$ cat config.mk
export PLATFORM = sky130hd
export DESIGN_NAME = freq_meter
export DESIGN_NICKNAME = d
export VERILOG_FILES = /design/src/rtl/freq_meter.sv
export SDC_FILE = /design/constraint.sdc
export NUM_CORES = 1
export LEC_CHECK = 0
export CORE_MARGIN = 5
export CORE_UTILIZATION = 60
export CTS_CLUSTER_DIAMETER = 50
export DETAILED_ROUTE_END_ITERATION = 10
export PLACE_DENSITY = 0.85
export SYNTH_ARGS = -nofsm -noshare
export SYNTH_HDL_FRONTEND = slang
export SYNTH_SLANG_ARGS = --single-unit
export TNS_END_PERCENT = 10
$ cat constraint.sdc
create_clock -name Clk_50MHz -period 3.6 [get_ports Clk_50MHz]
set_clock_uncertainty 0.2 [all_clocks]
set_input_delay 0.54 -clock Clk_50MHz [delete_from_list [all_inputs] [get_ports Clk_50MHz]]
set_output_delay 0.54 -clock Clk_50MHz [all_outputs]
set_load 0.03 [all_outputs]
$ cat src/rtl/freq_meter.sv
// Frequency meter: counts synchronized rising edges of Sig_In over a fixed gate
// window of Clk_50MHz cycles and latches the result as 4-digit packed BCD.
module freq_meter #(
    parameter int GATE_CYCLES = 50_000_000,
    parameter int GATE_W      = 26
) (
    input  logic        Clk_50MHz,
    input  logic        Reset,
    input  logic        Sig_In,
    output logic [15:0] Freq_BCD,
    output logic        Overflow,
    output logic        Valid,
    output logic        Gate_Tick
);

    localparam logic [GATE_W-1:0] GATE_LAST = GATE_W'(GATE_CYCLES - 1);

    // Saturating packed-BCD increment; bit 16 flags an attempt to pass 9999.
    function automatic logic [16:0] bcdIncSat(input logic [15:0] bcd);
        logic [15:0] res;
        logic        carry;
        res   = bcd;
        carry = 1'b1;
        if (bcd == 16'h9999) begin
            return {1'b1, bcd};
        end
        for (int i = 0; i < 4; i++) begin
            if (carry) begin
                if (bcd[4*i +: 4] == 4'd9) begin
                    res[4*i +: 4] = 4'd0;
                end else begin
                    res[4*i +: 4] = bcd[4*i +: 4] + 4'd1;
                    carry         = 1'b0;
                end
            end
        end
        return {1'b0, res};
    endfunction

    logic              sigMeta_p0;
    logic              sigSync_p1;
    logic              sigDly_p2;
    logic              edgeDet;
    logic [GATE_W-1:0] gateCnt;
    logic              terminal;
    logic [15:0]       runBcd;
    logic              runOvf;
    logic [16:0]       incRes;
    logic [15:0]       nextBcd;
    logic              nextOvf;

    // Stage p0..p2: two-flop synchronizer plus one delay flop for edge detection
    always_ff @(posedge Clk_50MHz) begin
        if (Reset) begin
            sigMeta_p0 <= 1'b0;
            sigSync_p1 <= 1'b0;
            sigDly_p2  <= 1'b0;
        end else begin
            sigMeta_p0 <= Sig_In;
            sigSync_p1 <= sigMeta_p0;
            sigDly_p2  <= sigSync_p1;
        end
    end

    assign edgeDet  = sigSync_p1 & ~sigDly_p2;
    assign terminal = (gateCnt == GATE_LAST);

    always_comb begin
        incRes  = bcdIncSat(runBcd);
        nextBcd = runBcd;
        nextOvf = runOvf;
        if (edgeDet) begin
            nextBcd = incRes[15:0];
            nextOvf = runOvf | incRes[16];
        end
    end

    // Gate timing runs independently of the input so a bad Sig_In cannot disturb it
    always_ff @(posedge Clk_50MHz) begin
        if (Reset) begin
            gateCnt <= '0;
        end else if (terminal) begin
            gateCnt <= '0;
        end else begin
            gateCnt <= gateCnt + GATE_W'(1);
        end
    end

    // Running count: on the terminal cycle the edge of that cycle is folded into
    // the latched result, and the next window starts clean at zero.
    always_ff @(posedge Clk_50MHz) begin
        if (Reset) begin
            runBcd <= '0;
            runOvf <= 1'b0;
        end else if (terminal) begin
            runBcd <= '0;
            runOvf <= 1'b0;
        end else begin
            runBcd <= nextBcd;
            runOvf <= nextOvf;
        end
    end

    // Result register: outputs only change together with the Valid pulse
    always_ff @(posedge Clk_50MHz) begin
        if (Reset) begin
            Freq_BCD  <= '0;
            Overflow  <= 1'b0;
            Valid     <= 1'b0;
            Gate_Tick <= 1'b0;
        end else begin
            Valid     <= terminal;
            Gate_Tick <= terminal;
            if (terminal) begin
                Freq_BCD <= nextBcd;
                Overflow <= nextOvf;
            end
        end
    end

endmodule

==> results of run 1 <==
==> metrics by stage <==
stage	instance area, sq um	worst slack, ns	std cells
after global placement	3010	0.887	369
after detailed placement	3010	0.818	369
after global routing	3170	0.666	384
after CTS	3170	0.799	384
final	3170	0.794	384
after floorplan	2800	1.20	304
==> routing by layer <==
| metal | routed length [um] | part of all wire [%] | GRT usage [%] | vias up |
|---|---|---|---|---|
| met5 | 0 | 0 | 0 | - |
| met4 | 157 | 2.9 | 11.2 | 0 |
| met3 | 221 | 4.1 | 3.89 | 18 |
| met2 | 2680 | 50 | 32.4 | 52 |
| met1 | 2330 | 43 | 22.1 | 1021 |
| li1 | - | - | - | 1097 |
==> area by class of cell <==
cell class | count | area (sq um)
Inverter | 8 | 30.0
Fill cell | 336 | 1270
Timing Repair Buffer | 26 | 248
Tap cell | 52 | 65.1
Multi-Input combinational cell | 219 | 1380
Clock buffer | 15 | 166
Sequential cell | 64 | 1280
==> cell families after synthesis <==
kind of cell	count (synthesis)
XOR/XNOR	29
multiplexers	9
flip-flops	64
buffers and inverters	21
AO/OA/AOI/OAI	27
adder cells (fa/ha/maj)	1
AND/OR/NAND/NOR	153
==> cell usage after synthesis, types with 2 or more instances <==
master | instances | area (sq um)
dfxtp_1 | 64 | 1280
nor2_1 | 63 | 236
xor2_1 | 21 | 184
nand2_1 | 16 | 60.1
nand4_1 | 15 | 93.8
nand3_1 | 10 | 50.1
mux2i_1 | 9 | 90.1
inv_1 | 8 | 30.0
nor2b_1 | 8 | 50.1
xnor2_1 | 8 | 70.1
a211oi_2 | 7 | 87.6
a21oi_1 | 7 | 35.0
nor4_1 | 7 | 43.8
a211oi_1 | 6 | 45.0
buf_6 | 6 | 67.6
nand2b_1 | 6 | 37.5
and3_1 | 4 | 25.0
nor3_1 | 4 | 20.0
or4bb_1 | 4 | 45.0
and2_1 | 3 | 18.8
buf_2 | 2 | 10.0
buf_4 | 2 | 15.0
clkbuf_1 | 2 | 7.51
o21ai_0 | 2 | 10.0
or4_1 | 2 | 15.0
==> worst max-delay path: cells and delay by family, from the launching register on <==
| family | cells | cell delay [ns] |
|---|---|---|
| buffers and inverters | 2 | 0.66 |
| DFF | 1 | 0.35 |
| and+or+nand+nor | 5 | 1.48 |
==> sequential cells by signal (all words and copies together) (netlist names) <==
register and count:
Freq_BCD 16, Gate_Tick 1, Overflow 1, gateCnt 26, runBcd 16, runOvf 1
sigDly_p2 1, sigMeta_p0 1, sigSync_p1 1
==> where the power goes <==
part / switching, mW / internal, mW / total (mW)
Clock: 0.246 / 0.285 / 0.531
Combinational: 0.0174 / 0.00969 / 0.0271
Sequential: 0.00432 / 0.713 / 0.718
==> worst min path at each step <==
stage	startpoint	endpoint	slack (ns)
6_report	sigMeta_p0	sigSync_p1	0.25
3_3_place_gp	sigMeta_p0	sigSync_p1	0.22
4_1_cts	gateCnt[0]	gateCnt[0]	0.25
3_5_place_dp	gateCnt[0]	gateCnt[0]	0.23
2_1_floorplan	sigMeta_p0	sigSync_p1	0.21
5_1_grt	sigMeta_p0	sigSync_p1	0.26
==> run metrics, run 1 <==
run status=complete, no violations; Vias=2,188; number of vias per cell=5.70; Routed WL=5.39 mm; post-synthesis compound-gate area fraction=7.78%; Hold Buf Count CTS=0; fin util=71.4%; mux share of post-synthesis cell area=3.22%; largest family of logic cells by synthesized area=simple AND/OR/NAND/NOR gates; syn nets=308; synthesized instance count=304; Clock Latency Late Sink=0.34 ns; TNS Setup=0 ns; Data required, critical path=3.62 ns; origin of the critical flop-to-flop path=gateCnt[9]; GRT Residual Overflow=0; RSZ-0062 raised after global routing=no; row count=24; worst hold-check slack=0.247 ns; Critical Path End Type=flop; post_cts resized=0; Leak=1.08 nW; Ys Warns=0; CTS Buf Count=9; # DRC=0; CORE AREA=4440 sq um; Synth cell types=43; mean area per synthesized cell=9.21 sq um; GPL Wtd Cong=0.808; nets=332; Power Density=402 nW/um^2; CP Class=reg -> reg; post-route ant nets=0; Seq/Total Area, Yosys=45.8%; initial antenna violation count=0; leading cell type in the layout, fill and taps excluded=dfxtp_1; dpl hpwl=3.65 mm; maxcap violations=0; worst r2r path cells=7; most frequent cells in the layout=64 x dfxtp_1, 63 x nor2_1, 21 x xor2_1, 21 x clkdlybuf4s50_1, 16 x nand2_1; Initial DRC Count=106; crit path from=gateCnt[9]; layout cells sized above 1=7.83%; global-route wire length before repair=9.20 mm; CTS clk-pin slew, worst paths=0.06 ns; postcts setup bufs=0; critical path startpoint category=flop; Worst Hold Path Cells=1; Crit Path Max Fanout=33; CP endpoint=gateCnt[25]; DRT Pass-1 Iters=4; Layout area overhead=13.4%; largest net degree at the start of global routing=34; WP data arrival=2.83 ns; TritonCTS Sinks=64; global-route usage over all layers=19.0%; Final Hold Viols=0; die area=6130 sq um; Synth Area in XOR/XNOR=9.07%; ant diodes=0; Max stage delay cell, worst path=or4_4; Pins Over Slew Limit=0; Setup Viol. Count Final=0; number of synthesized flops with an enable pin=0; clock root cell=clkbuf_8; reg-to-reg endpoint=gateCnt[25]; number of H-tree levels=3; Reg2Reg Setup Slack=0.79 ns; Synth Area in Simple Gates=28.9%; period utilisation layout=77.9%; Port Buffers=21; flops & latches, synth=64; Tightest Pin Transition=0.697 ns; chip height=78.3 um; Most used DFF post-synth=dfxtp_1; CP dominant cell by count=buf_4; Worst path max stage delay=0.54 ns; Initial Utilization=63.0%; Pwr Total=1.28 mW; # IOs=22; Die X=78.3 um; adder-cell share of the synthesized area=0.447%; vias in the first global route=2,042; Peak VDD IR=0.385 mV; Async SR Flop Fraction=0%; Slew headroom=53.1%; clk buf depth=2; CTS tree=yes; drt wl/cell=14.0 um; min Tclk post-route=2.81 ns; Worst Hold Class=reg -> reg; Highest Clock Rate=356 MHz; CP Cell Sequence=or4_1 > or4_4 > nor4_4 > buf_4 > or2_1 > buf_4 > nor2_1; Post-Syn Area=2800 sq um
Note: power is estimated with default switching activity, not from simulation.
==> run 2, diff against run 1 <==
Settings changed: CORE_UTILIZATION 60 to 57, PLACE_DENSITY 0.85 to 0.81.
Clock period 3.6 ns to 2.8 ns, I/O delays scaled along.
==> run 2 against run 1 <==
Via count is 1.6% lower; worst hold slack improved by 0.0063 ns; worst setup slack worse by 0.47 ns.
==> run metrics, run 2 (synthesis gave the netlist of run 1 again) <==
run status=complete, no violations; postcts setup bufs=0; Die X=80.1 um; Pins Over Slew Limit=0; TNS Setup=0 ns; Worst Hold Path Cells=1; clk buf depth=2; largest net degree at the start of global routing=32; CP Class=reg -> reg; Top reg by flops=gateCnt; initial antenna violation count=0; layout cells sized above 1=9.85%; WP data arrival=2.51 ns; Crit Path Max Fanout=18; Clock Latency Late Sink=0.34 ns; drt wl/cell=12.8 um; Layout area overhead=16.7%; Initial DRC Count=68; Tightest Pin Transition=0.700 ns; Setup Viol. Count Final=0; leading cell type in the layout, fill and taps excluded=dfxtp_1; Initial Utilization=58.9%; min Tclk post-route=2.47 ns; CTS clk-pin slew, worst paths=0.07 ns; Peak VDD IR=0.333 mV; number of vias per cell=5.35; placed insts=387; origin of the critical flop-to-flop path=gateCnt[9]; post_cts resized=0; Pwr Total=1.76 mW; post-route ant nets=0; nets=335; Placed Area=3060 sq um; clock root cell=clkbuf_8; post-route cell area=3270 sq um; CTS tree=yes; period utilisation layout=88.3%; RSZ-0062 raised after global routing=no; worst r2r path cells=6; Highest Clock Rate=404 MHz; maxcap violations=0; dpl hpwl=3.63 mm; Data required, critical path=2.84 ns; DRT Pass-1 Iters=4; Reg2Reg Setup Slack=0.33 ns; Largest regs=gateCnt: 26 flops, Freq_BCD: 16 flops, runBcd: 16 flops; hold_sp=gateCnt[0]; ant diodes=0; # DRC=0; critical path startpoint category=flop; # IOs=22; post-route setup slack=0.328 ns; most frequent cells in the layout=64 x dfxtp_1, 63 x nor2_1, 21 x xor2_1, 21 x clkdlybuf4s50_1, 16 x nand2_1; global-route usage over all layers=17.9%; global-route wire length before repair=8.85 mm; reg-to-reg endpoint=Freq_BCD[4]; GRT Residual Overflow=0; fin util=68.7%; row count=25; Critical Path End Type=flop; Vias=2,152; Non-Filler Instances=402; max FFs per register=26; CTS Buf Count=9; worst hold-check slack=0.254 ns; Slew headroom=52.9%; chip height=80.1 um; CORE AREA=4750 sq um; GPL Wtd Cong=0.809; vias in the first global route=1,997; TritonCTS Sinks=64; Power Density=539 nW/um^2; Worst Hold End=gateCnt[0]; Hold Buf Count CTS=0; Worst Hold Class=reg -> reg; Routed WL=5.15 mm; die area=6410 sq um; number of H-tree levels=3; Leak=1.12 nW; Final Hold Viols=0; dpl ws=0.329 ns; Port Buffers=21
-- run 2: cell type report --
class	count	area (sq um)
well taps	67	83.8
clock buffers	12	165
fillers	397	1490
multi-input cells	219	1380
inverters	8	30.0
repair buffers	29	283
clock inverters	3	40.0
flip-flops and latches	64	1280
-- run 2: per-layer routing --
| metal | up-vias | track usage (%) | share of wire (%) |
|---|---|---|---|
| met3 | 7 | 6.73 | 4.5 |
| met4 | 0 | 8.78 | 1.4 |
| li1 | 1104 | - | - |
| met5 | - | 0 | 0 |
| met2 | 40 | 29.7 | 50 |
| met1 | 1001 | 20.1 | 44 |
-- run 2: power breakdown --
group	internal (mW)	switching [mW]
Sequential	0.917	0.00512
Combinational	0.0154	0.0225
Clock	0.476	0.324
Total	1.41	0.352
-- run 2: how the worst max path moves through the flow --
stage / to / slack (ns) / start
CTS: Freq_BCD[4] / 0.32 / gateCnt[9]
detailed placement: Freq_BCD[4] / 0.33 / gateCnt[9]
global route: Freq_BCD[4] / 0.21 / gateCnt[9]
global placement: Freq_BCD[4] / 0.35 / gateCnt[9]
finish: Freq_BCD[4] / 0.33 / gateCnt[9]
floorplan: runBcd[7] / 0.40 / gateCnt[7]
-- run 2: critical path, stage by stage (launching register included) --
cell     delay, ns
dfxtp_1       0.35
or4_1         0.52
or4_4         0.53
nor4_4        0.18
buf_4         0.28
nor2_1        0.09
a22o_1        0.23
